## src/rtl/quiz_pkg.sv

```systemverilog
`default_nettype none
// ============================================================================
// quiz_pkg : shared state encoding, round-result and judge-result codes
// Rev 1.0  : initial release
// ============================================================================
package quiz_pkg;

  typedef enum logic [2:0] {
    ST_IDLE   = 3'd0,
    ST_ASK    = 3'd1,
    ST_WAIT   = 3'd2,
    ST_REPORT = 3'd3,
    ST_DONE   = 3'd4
  } state_t;

  localparam logic [1:0] WL_NONE  = 2'b00;
  localparam logic [1:0] WL_MINE  = 2'b01;
  localparam logic [1:0] WL_ENEMY = 2'b10;
  localparam logic [1:0] WL_DRAW  = 2'b11;

  localparam logic [1:0] RES_NONE = 2'b00;
  localparam logic [1:0] RES_OK   = 2'b01;
  localparam logic [1:0] RES_NG   = 2'b10;

  // Bit 0 flags our win, bit 1 the opponent's; both set encodes a draw.
  function automatic logic [1:0] judge_wl(input logic mine_ok, input logic enemy_ok);
    return {enemy_ok, mine_ok};
  endfunction

endpackage

`default_nettype wire

```

## src/rtl/round_timer.sv

```systemverilog
`default_nettype none
// ============================================================================
// round_timer : loadable down-counter that saturates at zero, with zero flag
// Rev 1.0     : initial release
// ============================================================================
module round_timer #(
  parameter int WIDTH = 16
) (
  input  logic             clk,
  input  logic             rst,
  input  logic             load_i,
  input  logic [WIDTH-1:0] load_val_i,
  input  logic             dec_i,
  output logic [WIDTH-1:0] count_o,
  output logic             zero_o
);

  logic [WIDTH-1:0] count_q;
  logic [WIDTH-1:0] count_d;

  always_comb begin
    count_d = count_q;
    if (load_i) begin
      count_d = load_val_i;
    end else if (dec_i && (count_q != '0)) begin
      count_d = count_q - {{(WIDTH-1){1'b0}}, 1'b1};
    end
  end

  always_ff @(posedge clk or posedge rst) begin
    if (rst) begin
      count_q <= '0;
    end else begin
      count_q <= count_d;
    end
  end

  assign count_o = count_q;
  assign zero_o  = (count_q == '0);

endmodule

`default_nettype wire

```

## src/rtl/round_ctrl.sv

```systemverilog
`default_nettype none
// ============================================================================
// round_ctrl : quiz game sequencer - asks questions, times the answer window,
//              reports the round winner and counts rounds to game end
// Rev 1.0    : initial release
// ============================================================================
module round_ctrl
  import quiz_pkg::*;
#(
  parameter logic [15:0] TIME_LIMIT = 16'd1000,
  parameter logic [7:0]  N_ROUNDS   = 8'd10
) (
  input  logic        CLK,
  input  logic        RST,
  input  logic        START,
  input  logic [1:0]  MINE_RES,
  input  logic [1:0]  ENEMY_RES,
  input  logic        HP_ACK,
  output logic        Q_REQ,
  output logic        ROUND_ACTIVE,
  output logic [1:0]  WL_OUT,
  output logic        WL_VALID,
  output logic [7:0]  ROUND_CNT,
  output logic [15:0] TIME_LEFT,
  output logic        GAME_END
);

  state_t      state_q, state_d;
  logic [1:0]  wl_q, wl_d;
  logic [7:0]  cnt_q, cnt_d;
  logic [7:0]  cnt_inc;
  logic        mine_ok, enemy_ok;
  logic        timer_load, timer_dec, timer_zero;

  // Only an exact "correct" code counts; wrong and reserved are both ignored.
  assign mine_ok  = (MINE_RES  == RES_OK);
  assign enemy_ok = (ENEMY_RES == RES_OK);
  assign cnt_inc  = cnt_q + 8'd1;

  round_timer #(
    .WIDTH(16)
  ) u_timer (
    .clk       (CLK),
    .rst       (RST),
    .load_i    (timer_load),
    .load_val_i(TIME_LIMIT),
    .dec_i     (timer_dec),
    .count_o   (TIME_LEFT),
    .zero_o    (timer_zero)
  );

  always_ff @(posedge CLK or posedge RST) begin
    if (RST) begin
      state_q <= ST_IDLE;
      wl_q    <= WL_NONE;
      cnt_q   <= 8'd0;
    end else begin
      state_q <= state_d;
      wl_q    <= wl_d;
      cnt_q   <= cnt_d;
    end
  end

  always_comb begin
    state_d = state_q;
    wl_d    = wl_q;
    cnt_d   = cnt_q;
    case (state_q)
      ST_IDLE: begin
        if (START) begin
          cnt_d   = 8'd0;
          state_d = ST_ASK;
        end
      end
      ST_ASK: begin
        state_d = ST_WAIT;
      end
      ST_WAIT: begin
        // A correct answer wins over an expiring window in the same cycle.
        if (mine_ok || enemy_ok) begin
          wl_d    = judge_wl(mine_ok, enemy_ok);
          state_d = ST_REPORT;
        end else if (timer_zero) begin
          wl_d    = WL_NONE;
          state_d = ST_REPORT;
        end
      end
      ST_REPORT: begin
        if (HP_ACK) begin
          cnt_d   = cnt_inc;
          state_d = (cnt_inc == N_ROUNDS) ? ST_DONE : ST_ASK;
        end
      end
      ST_DONE: begin
        if (!START) begin
          state_d = ST_IDLE;
        end
      end
      default: begin
        state_d = ST_IDLE;
      end
    endcase
  end

  always_comb begin
    Q_REQ        = (state_q == ST_ASK);
    ROUND_ACTIVE = (state_q == ST_WAIT);
    WL_VALID     = (state_q == ST_REPORT);
    GAME_END     = (state_q == ST_DONE);
    timer_load   = (state_q == ST_ASK);
    timer_dec    = (state_q == ST_WAIT);
  end

  assign WL_OUT    = wl_q;
  assign ROUND_CNT = cnt_q;

endmodule

`default_nettype wire

```

## config.mk

```make
export PLATFORM = sky130hd
export DESIGN_NAME = round_ctrl
export DESIGN_NICKNAME = d
export VERILOG_FILES = /design/src/rtl/quiz_pkg.sv /design/src/rtl/round_timer.sv /design/src/rtl/round_ctrl.sv
export SDC_FILE = /design/constraint.sdc
export NUM_CORES = 1
export LEC_CHECK = 0
export CORE_ASPECT_RATIO = 0.8
export CORE_MARGIN = 1.5
export CORE_UTILIZATION = 35
export CTS_CLUSTER_DIAMETER = 60
export DETAILED_ROUTE_END_ITERATION = 10
export GPL_TIMING_DRIVEN = 1
export PLACE_DENSITY = 0.67
export SLEW_MARGIN = 20
export SYNTH_ARGS = -nofsm -noshare
export SYNTH_HDL_FRONTEND = slang
export SYNTH_SLANG_ARGS = --single-unit
```

## constraint.sdc

```tcl
create_clock -name CLK -period 3.7 [get_ports CLK]
set_input_delay 0.74 -clock CLK [delete_from_list [all_inputs] [get_ports CLK]]
set_output_delay 0.74 -clock CLK [all_outputs]
set_load 0.02 [all_outputs]
```

==> out/qor.txt, run 1 <==
Worst setup EP type -> output port
Top post-synthesis cells by count -> dfrtp_1, nand2_1, o21ai_0
CTS Buf Count -> 5
CP delay by family, top -> buffers and inverters
Net Count, Synth -> 198
Final setup viols -> 0
Leak pwr -> 0.8595 nW
Drt wl/cell -> 13.14 um
Post-Route WL -> 3.757 mm
Placed cells -> 278
CP Max Fanout -> 14
Yosys top cell area share -> 42.90%
Storage cell area -> 725.7 um^2
Ports -> 38
Slew HR -> 58.89%
Max Clk Rate -> 0.3540 GHz
Vias in the first global route -> 1,353
Worst-Margin Slew -> 0.6115 ns
DR DRC count -> 0
Antenna violations before repair -> 0
Pin count of the biggest net entering global routing -> 30
Global-route wire length before repair -> 6.382 mm
Status -> completed
Post-synth EDFFs -> 0
Detailed Route Iter0 Violations -> 102
Clock Skews -> 0.002618 ns
Final std cells w/o fill -> 286
FILL cells -> 430
Cell variety after synth -> 42
Routed vias -> 1,493
Nets -> 237
DRT antenna net count -> 0
DP HPWL -> 2.685 mm
Buffers & Inverters on Critical Path -> 2
CTS Buffer Depth -> 2
H-tree depth -> 2
Ys Warns -> 0
Most frequent cell after synthesis -> dfrtp_1
Worst skew pair latency -> 0.27 ns
Sequential area share after synthesis -> 42.90%
Slowest cell on crit path -> clkdlybuf4s50_1
Main synth FF type -> dfrtp_1
Final Max Tran Viols -> 0
Critical-path cell list -> nor2_1 > nand2_1 > inv_1 > clkdlybuf4s50_1
Initial core utilization -> 36.58%
RSZ-0062 raised after global routing -> no
N_diodes -> 0
Hold Vio Cnt, Final -> 0
Clock slew at reported path FFs -> 0.06 ns
Post-Synthesis Cells -> 186
PostCTS Resize Cnt -> 0
Hold buffers post-CTS -> 0
Clock sink total -> 29
Port bufs -> 37
Vias per cell -> 5.220
Top cell type by total area after synthesis -> dfrtp_1
DIE AREA -> 5262 um^2
Setup CP Type -> reg2out
Multi-input gate area -> 904.6 um^2
Global route total overflow -> 0
Core Area -> 4624 um^2
Height of the die -> 65.18 um
Flops & latches, synth -> 29
Rows -> 22
Pwr Total -> 0.001321 W
Post-CTS Setup Repair Bufs -> 0
RD Place Congestion -> 0.7863
# Max-Cap Violations -> 0
Pwr per Cell Area -> 600.2 nW/um^2
Period utilization -> 76.35%
Die span in x -> 80.73 um
Layout cells sized above 1 -> 6.195%
Startpoint types -> register
CTS tree -> built
CP Data Required Time -> 2.96 ns
Worst path max stage delay -> 0.69 ns
Final core occ -> 47.59%
DR pass1 iterations -> 4
Area grow syn2layout -> 30.10%
VDD IR-drop max -> 0.5138 mV
Ys async rst share -> 100.0%
CP arrival -> 2.09 ns
Min Hold Slack -> 0.5139 ns
Syn_area_per_cell -> 9.095 um^2
Root Buffer -> clkbuf_8
Synthesized cell area -> 1692 um^2
HP Class -> reg2reg
Setup TNS -> 0 ns
Tmin final -> 2.825 ns
Main area contributors after synthesis -> dfrtp_1, o31ai_1, or4_1
Overall routing resource usage -> 15.60%
## flip-flops by register name (all words and copies together), names as in the netlist
register and count:
ROUND_CNT 8, WL_OUT 2, state_q 3, u_timer.count_o 16
## report_power, final
| group | internal, W | switching (W) | total (W) |
|---|---|---|---|
| Sequential | 0.000388 | 0.000106 | 0.000494 |
| Clock | 0.000133 | 0.000111 | 0.000245 |
| Combinational | 0.000260 | 0.000322 | 0.000582 |
## cells by family after synthesis
kind of cell	Yosys count	synth area share (%)
and+or+nand+nor	84	28.18
AOI/OAI and AO/OA	46	17.75
DFF	29	42.90
buffers and inverters	15	3.624
muxes	6	3.550
adders and majority gates	4	2.959
xor gates and xnor gates	2	1.036
## per-layer routing
layer / track usage, % / routed length, um / vias to the layer above
li1: - / - / 779
met1: 23.94 / 2113 / 684
met2: 21.11 / 1471 / 28
met3: 3.333 / 149 / 2
met4: 5.603 / 23 / 0
met5: 0 / 0 / -
## cell type report
cell class,instances,share of cell area (%)
clock buffers,8,3.638
inverters,8,1.364
multi-input cells,142,41.10
flip-flops and latches,29,32.97
well taps,60,3.411
repair buffers,39,17.51
## worst reg2reg max path: stages (launching register included)
cell	delay, ns
dfrtp_1	0.42
or4_4	0.60
nor4_2	0.61
buf_4	0.32
nor3_1	0.07
or3b_1	0.34
## layout by cell type (no fill, tap or decap), types with 3 or more instances in the layout
cell type	n
nor3_1	6
or2_2	4
or4_1	10
o21ai_0	14
clkbuf_1	3
ha_1	4
clkbuf_8	5
o31ai_1	10
nor2_1	13
dfrtp_1	29
a21oi_1	7
nand2_1	14
nand3_1	9
inv_1	7
mux2i_1	6
nor2b_1	6
nand2b_1	4
clkdlybuf4s50_1	37
nor4_1	4
a21o_1	3
## stage by stage
stage | cell area, um^2 | worst slack, ns
2_1_floorplan | 1692 | 1.505
3_3_place_gp | 2121 | 1.201
3_5_place_dp | 2121 | 1.166
4_1_cts | 2201 | 0.8673
5_1_grt | 2201 | 0.7228
6_report | 2201 | 0.8749
## path summary, 6_finish.rpt
path | startpoint | to | slack (ns) | cells past startpoint
setup / recovery | state_q[1] | Q_REQ | 0.87 | 4
hold / removal | WL_OUT[0] | WL_OUT[0] | 0.51 | 1
setup reg to reg | u_timer.count_o[6] | u_timer.count_o[3] | 1.23 | 5
hold reg to reg | WL_OUT[0] | WL_OUT[0] | 0.51 | 1
max in group asynchronous | RST | state_q[0] | 2.58 | 3
min in group asynchronous | RST | u_timer.count_o[14] | 0.85 | 3
(Power assumes the default switching activity.)
==> inputs of run 2 (changes only) <==
--- a/config.mk
+++ b/config.mk
@@ -11,7 +11,7 @@
 export CTS_CLUSTER_DIAMETER = 60
 export DETAILED_ROUTE_END_ITERATION = 10
 export GPL_TIMING_DRIVEN = 1
-export PLACE_DENSITY = 0.67
+export PLACE_DENSITY = 0.69
 export SLEW_MARGIN = 20
 export SYNTH_ARGS = -nofsm -noshare
 export SYNTH_HDL_FRONTEND = slang
==> constraint.sdc (replaced) <==
create_clock -name CLK -period 2.4 [get_ports CLK]
set_input_delay 0.48 -clock CLK [delete_from_list [all_inputs] [get_ports CLK]]
set_output_delay 0.48 -clock CLK [all_outputs]
set_load 0.02 [all_outputs]
==> run 2 against run 1 <==
  * Global-route usage rose by 1.1 points
  * Total power grew 62%
  * Worst setup slack worse by 0.67 ns
  * Via count is 1.3% higher
  * Cell count grew 2.4%
  * Critical path depth unchanged
  * Clock power increased by 67%
  * Sequential power increased by 53%
  * Die area did not move
  * Flip-flop and latch count did not move
  * Utilization grew 1.7 points
  * Count of clock-buffer cells in the layout is 1 lower
  * Critical path type unchanged
  * Largest power group unchanged
==> out/qor.txt, run 2 (synthesis results as in run 1) <==
N_diodes -> 0 (unchanged)
Final setup viols -> 0 (unchanged)
DP HPWL -> 2.814 mm (+4.8%)
Worst-Margin Slew -> 0.4524 ns (-0.1592 ns)
Commonest non-fill, non-tap cell in the layout -> clkdlybuf4s50_1
RSZ-0062 raised after global routing -> no
Clk pwr share -> 19.1% (+0.6 points)
Max Clk Rate -> 0.4563 GHz
Vias per cell -> 5.160 (-1.1%)
Post-CTS Setup Repair Bufs -> 0 (unchanged)
Clock slew at reported path FFs -> 0.06 ns (about the same)
Hold buffers post-CTS -> 0 (unchanged)
Cell Int Power -> 0.001282 W (+64%)
Period utilization -> 91.32%
Reg2reg setup slack -> 0.22 ns (-1.01 ns)
Slowest cell on crit path -> clkdlybuf4s50_1
Port bufs -> 37 (unchanged)
Worst Hold Launch -> WL_OUT[0]
PostCTS Resize Cnt -> 0 (unchanged)
Area grow syn2layout -> 34.76%
Height of the die -> 65.18 um (unchanged)
Final instance area -> 2280 um^2 (+3.6%)
Buffers & Inverters on Critical Path -> 2 (unchanged)
CP Data Required Time -> 1.92 ns (-1.04 ns)
Vias in the first global route -> 1,394 (+3.0%)
Pwr Total -> 0.002139 W (+62%)
Worst path max stage delay -> 0.60 ns (-0.09 ns)
Worst r2r dst -> u_timer.count_o[3]
Place WS -> 0.2227 ns (-0.9437 ns)
Rows -> 22 (unchanged)
Layout cells sized above 1 -> 9.871% (+3.7 points)
Worst Hold Depth -> 1 (unchanged)
Overall routing resource usage -> 16.74% (+1.1 points)
Pwr per Cell Area -> 938.2 nW/um^2 (+56%)
CP arrival -> 1.71 ns (-0.38 ns)
Worst setup EP type -> output port
Min Hold Slack -> 0.5043 ns (-0.009606 ns)
Tmin final -> 2.192 ns
RD Place Congestion -> 0.7987 (+1.6%)
Worst Hold Path EP -> WL_OUT[0]
Setup TNS -> 0 ns (unchanged)
# Max-Cap Violations -> 0 (unchanged)
CP Max Fanout -> 8 (-6)
Antenna violations before repair -> 0 (unchanged)
Worst skew pair latency -> 0.28 ns (about the same)
Reg2Reg Depth -> 5 (unchanged)
Final Max Tran Viols -> 0 (unchanged)
Sw Share -> 40.04% (-0.75 points)
DIE AREA -> 5262 um^2 (unchanged)
DP Area -> 2193 um^2 (+3.4%)
Drt wl/cell -> 13.36 um (+1.7%)
Global-route wire length before repair -> 6.789 mm (+6.4%)
Routed vias -> 1,512 (+1.3%)
Startpoint types -> register
Detailed Route Iter0 Violations -> 86 (-16%)
HP Class -> reg2reg
Clock Skews -> 0.003136 ns (+0.0005180 ns)
Leak pwr -> 0.9064 nW (+5.5%)
Initial core utilization -> 36.58% (unchanged)
Critical-path cell list -> nor2_1 > nand2_1 > clkinv_1 > clkdlybuf4s50_1
Post-Route WL -> 3.914 mm (+4.2%)
Commonest non-fill, non-tap cells in the layout -> clkdlybuf4s50_1, dfrtp_1, o21ai_0, nand2_1, nor2_1
Pin count of the biggest net entering global routing -> 30 (unchanged)
CTS Buffer Depth -> 2 (unchanged)
H-tree depth -> 2 (unchanged)
Clock sink total -> 29 (unchanged)
Global route total overflow -> 0 (unchanged)
Setup CP Type -> reg2out
DR pass1 iterations -> 6 (+2)
CTS Buf Count -> 5 (unchanged)
Slew HR -> 69.06% (+10 points)
Ports -> 38 (unchanged)
CP delay by family, top -> buffers and inverters
DR DRC count -> 0 (unchanged)
Nets -> 245 (+3.4%)
Reg power frac -> 35.3% (-2.1 points)
Max reg flops -> 16 (unchanged)
Sw Pwr -> 0.0008564 W (+59%)
Worst Slack Setup Final -> 0.2084 ns (-0.6665 ns)
Root Buffer -> clkbuf_8
Part of the power in combinational logic -> 45.6% (+1.5 points)
Die span in x -> 80.73 um (unchanged)
Worst R2R Start -> u_timer.count_o[6]
CTS tree -> built
DRT antenna net count -> 0 (unchanged)
VDD IR-drop max -> 0.5031 mV (-2.1%)
Core Area -> 4624 um^2 (unchanged)
Crit path from -> state_q[2]
Status -> completed
Hold Vio Cnt, Final -> 0 (unchanged)
[run 2: cell types whose count changed in the layout (fill, tap and decap cells not counted)]
cell      previous run  this run
buf_12               0         1
buf_4                2         9
clkbuf_1             3         1
clkbuf_8             5         6
[run 2: worst register-to-register path: cells and delay by family (launching register included)]
kind                   cells  cell delay, ns
buffers and inverters      1            0.20
flip-flops                 1            0.42
AND/OR/NAND/NOR            4            1.44
[run 2: power by group through the flow]
stage / sequential, W / combinational (W) / clock, W
2_1_floorplan: 0.000823 / 0.000482 / 0
3_3_place_gp: 0.000754 / 0.000975 / 0
3_5_place_dp: 0.000760 / 0.000978 / 0
4_1_cts: 0.000753 / 0.000987 / 0.000413
5_1_grt: 0.000776 / 0.00108 / 0.000433
6_report: 0.000756 / 0.000976 / 0.000408
[run 2: stage by stage]
step / utilization, % / cells
3_5_place_dp: 47.43 / 286
6_report: 49.30 / 293
5_1_grt: 49.30 / 293
2_1_floorplan: - / 186
3_3_place_gp: 47.43 / 286
4_1_cts: 49.30 / 293
[run 2: cell type report]
type                    instances  area (um^2)
repair buffers                 47        457.9
fillers                       452         2345
well taps                      60        75.07
multi-input cells             142        904.6
inverters                       8        30.03
clock buffers                   7        86.33
flip-flops and latches         29        725.7
[run 2: how the worst max path moves through the flow]
stage,slack (ns),cells after the start,endpoint
2_1_floorplan,0.21,5,u_timer.count_o[3]
3_3_place_gp,0.28,4,u_timer.count_o[13]
3_5_place_dp,0.22,5,u_timer.count_o[3]
4_1_cts,0.20,4,ROUND_ACTIVE
5_1_grt,0.08,4,ROUND_ACTIVE
6_report,0.21,4,ROUND_ACTIVE
[run 2: metal layers]
| layer | vias up | global-route usage (%) | part of all wire [%] |
|---|---|---|---|
| met5 | - | 0 | 0 |
| met4 | 0 | 6.250 | 1.4 |
| met3 | 5 | 4.306 | 4.5 |
| met2 | 30 | 23.00 | 41 |
| met1 | 690 | 24.87 | 53 |
| li1 | 787 | - | - |
==> inputs of run 3 (changes only) <==
--- a/config.mk
+++ b/config.mk
@@ -7,12 +7,14 @@
 export LEC_CHECK = 0
 export CORE_ASPECT_RATIO = 0.8
 export CORE_MARGIN = 1.5
-export CORE_UTILIZATION = 35
+export CORE_UTILIZATION = 45
 export CTS_CLUSTER_DIAMETER = 60
 export DETAILED_ROUTE_END_ITERATION = 10
 export GPL_TIMING_DRIVEN = 1
-export PLACE_DENSITY = 0.69
+export PLACE_DENSITY = 0.83
+export RECOVER_POWER = 100
 export SLEW_MARGIN = 20
 export SYNTH_ARGS = -nofsm -noshare
 export SYNTH_HDL_FRONTEND = slang
 export SYNTH_SLANG_ARGS = --single-unit
+export TNS_END_PERCENT = 5
==> run 3 against run 2 <==
  * The flow now finishes with violations (capacitance limit, slew limit)
  * Flip-flop and latch count stayed put
  * Maximum frequency decreased by 4.6%
  * Critical path depth unchanged
  * Sequential share of layout area is 0.61 points higher
  * Highest routed layer unchanged
  * Final area decreased by 1.9%
  * Clock skew increased by 0.0039 ns
  * Utilization up 14 points
  * Global-route usage rose by 4.8 points
  * Cell count decreased by 6.1%
  * Worst hold slack improved by 0.0016 ns
==> out/qor.txt, run 3 (synthesis results as in run 1) <==
Status -> finished with violations
Failing checks -> capacitance limit, slew limit
Clock Skews -> 0.007076 ns (+0.003940 ns)
Post-Route WL -> 4.049 mm (+3.4%)
Global route total overflow -> 0 (unchanged)
HP Class -> reg2reg
Final setup viols -> 0 (unchanged)
Area grow syn2layout -> 32.25%
Setup TNS -> 0 ns (unchanged)
Clock sink total -> 29 (unchanged)
Layout cells sized above 1 -> 9.013% (-0.86 points)
DIE AREA -> 4138 um^2 (-21%)
Nets -> 245 (unchanged)
Rows -> 19 (-14%)
CP Data Required Time -> 1.92 ns (about the same)
Die span in x -> 71.55 um (-11%)
Worst skew pair latency -> 0.28 ns (about the same)
CP Max Fanout -> 8 (unchanged)
CTS tree -> built
PostCTS Resize Cnt -> 0 (unchanged)
Slowest cell on crit path -> clkdlybuf4s50_1
Vias per cell -> 5.960 (+15%)
Leak pwr -> 0.9415 nW (+3.9%)
Pwr per Cell Area -> 939.8 nW/um^2 (+0.17%)
DR DRC count -> 0 (unchanged)
Place WS -> 0.2256 ns (+0.002853 ns)
Antenna violations before repair -> 0 (unchanged)
Critical-path cell list -> nor2_1 > nand2_1 > clkinv_1 > clkdlybuf4s50_1
Commonest non-fill, non-tap cell in the layout -> dlygate4sd3_1
RSZ-0062 raised after global routing -> no
Final Max Tran Viols -> 30 (+30)
CP arrival -> 1.82 ns (+0.11 ns)
Initial core utilization -> 48.08% (+11 points)
Worst path max stage delay -> 0.62 ns (+0.02 ns)
N_diodes -> 0 (unchanged)
Commonest non-fill, non-tap cells in the layout -> dlygate4sd3_1, dfrtp_1, o21ai_0
Worst Slack Setup Final -> 0.1024 ns (-0.1060 ns)
Routed vias -> 1,639 (+8.4%)
CP delay by family, top -> buffers and inverters
DRT antenna net count -> 0 (unchanged)
VDD IR-drop max -> 0.7077 mV (+41%)
Overall routing resource usage -> 21.51% (+4.8 points)
Post-CTS Setup Repair Bufs -> 0 (unchanged)
Vias in the first global route -> 1,465 (+5.1%)
DR pass1 iterations -> 7 (+1)
Tmin final -> 2.298 ns (+0.1060 ns)
Root Buffer -> clkbuf_8
Ports -> 38 (unchanged)
Setup CP Type -> reg2out
Worst setup EP type -> output port
Buffers & Inverters on Critical Path -> 2 (unchanged)
Port bufs -> 37 (unchanged)
Pin count of the biggest net entering global routing -> 30 (unchanged)
Height of the die -> 57.84 um (-11%)
Global-route wire length before repair -> 6.775 mm (-0.21%)
Max reg flops -> 16 (unchanged)
H-tree depth -> 2 (unchanged)
Worst-Margin Slew -> 1.593 ns (+1.141 ns)
DP HPWL -> 2.821 mm (+0.28%)
CTS Buffer Depth -> 2 (unchanged)
Drt wl/cell -> 14.72 um (+10%)
Period utilization -> 95.73% (+4.4 points)
RD Place Congestion -> 0.7791 (-2.5%)
Core Area -> 3518 um^2 (-24%)
CTS Buf Count -> 5 (unchanged)
# Max-Cap Violations -> 1 (+1)
Startpoint types -> register
Hold Vio Cnt, Final -> 0 (unchanged)
Detailed Route Iter0 Violations -> 133 (+55%)
Slew HR -> -6.195% (-75 points)
Hold buffers post-CTS -> 0 (unchanged)
Clock slew at reported path FFs -> 0.06 ns (about the same)
Max Clk Rate -> 0.4352 GHz (-4.6%)
## run 3: final timing paths
kind                               startpoint                  end  slack [ns]  cells past startpoint
setup / recovery                   state_q[2]         ROUND_ACTIVE        0.10                      4
min in group asynchronous                 RST         ROUND_CNT[6]        1.05                      3
max in group asynchronous                 RST   u_timer.count_o[0]        0.42                      3
setup reg to reg           u_timer.count_o[6]  u_timer.count_o[13]        0.23                      4
hold / removal                      WL_OUT[0]            WL_OUT[0]        0.51                      1
hold reg to reg                     WL_OUT[0]            WL_OUT[0]        0.51                      1
## run 3: layout make-up
class	count	area, um^2
sequential	29	725.7
tap	42	52.55
inverter	8	30.03
multi-input combinational	142	904.6
fill	310	1281
timing repair buffer	47	437.9
clock buffer	7	86.33
## run 3: worst reg2reg max path: stages, from the launching register on
cell and delay, ns:
dfrtp_1 0.42, or4_4 0.59, or4_1 0.43, or4_1 0.52
a21oi_1 0.15
## run 3: where the power goes
part / total (W) / internal (W) / switching, W / leakage, nW
logic: 0.000946 / 0.000412 / 0.000535 / 0.539
clock network: 0.000405 / 0.000227 / 0.000178 / 0.0443
registers: 0.000751 / 0.000599 / 0.000152 / 0.358
## run 3: per-stage QoR
step / cells / hold slack, ns / total power (W) / instance area [um^2] / util [%]
2_1_floorplan: 186 / 0.5121 / 0.001305 / 1692 / -
3_3_place_gp: 268 / 0.5038 / 0.001718 / 2158 / 61.34
3_5_place_dp: 268 / 0.4896 / 0.001736 / 2158 / 61.34
4_1_cts: 275 / 0.5185 / 0.002160 / 2245 / 63.80
5_1_grt: 275 / 0.5308 / 0.002240 / 2237 / 63.58
6_report: 275 / 0.5059 / 0.002102 / 2237 / 63.58
## run 3: per-layer routing
metal | share of wire [%] | vias up | GRT usage [%]
met3 | 5.5 | 12 | 4.870
li1 | - | 785 | -
met1 | 48 | 778 | 29.82
met2 | 44 | 64 | 31.51
met4 | 2.6 | 0 | 11.86
met5 | 0 | - | 0
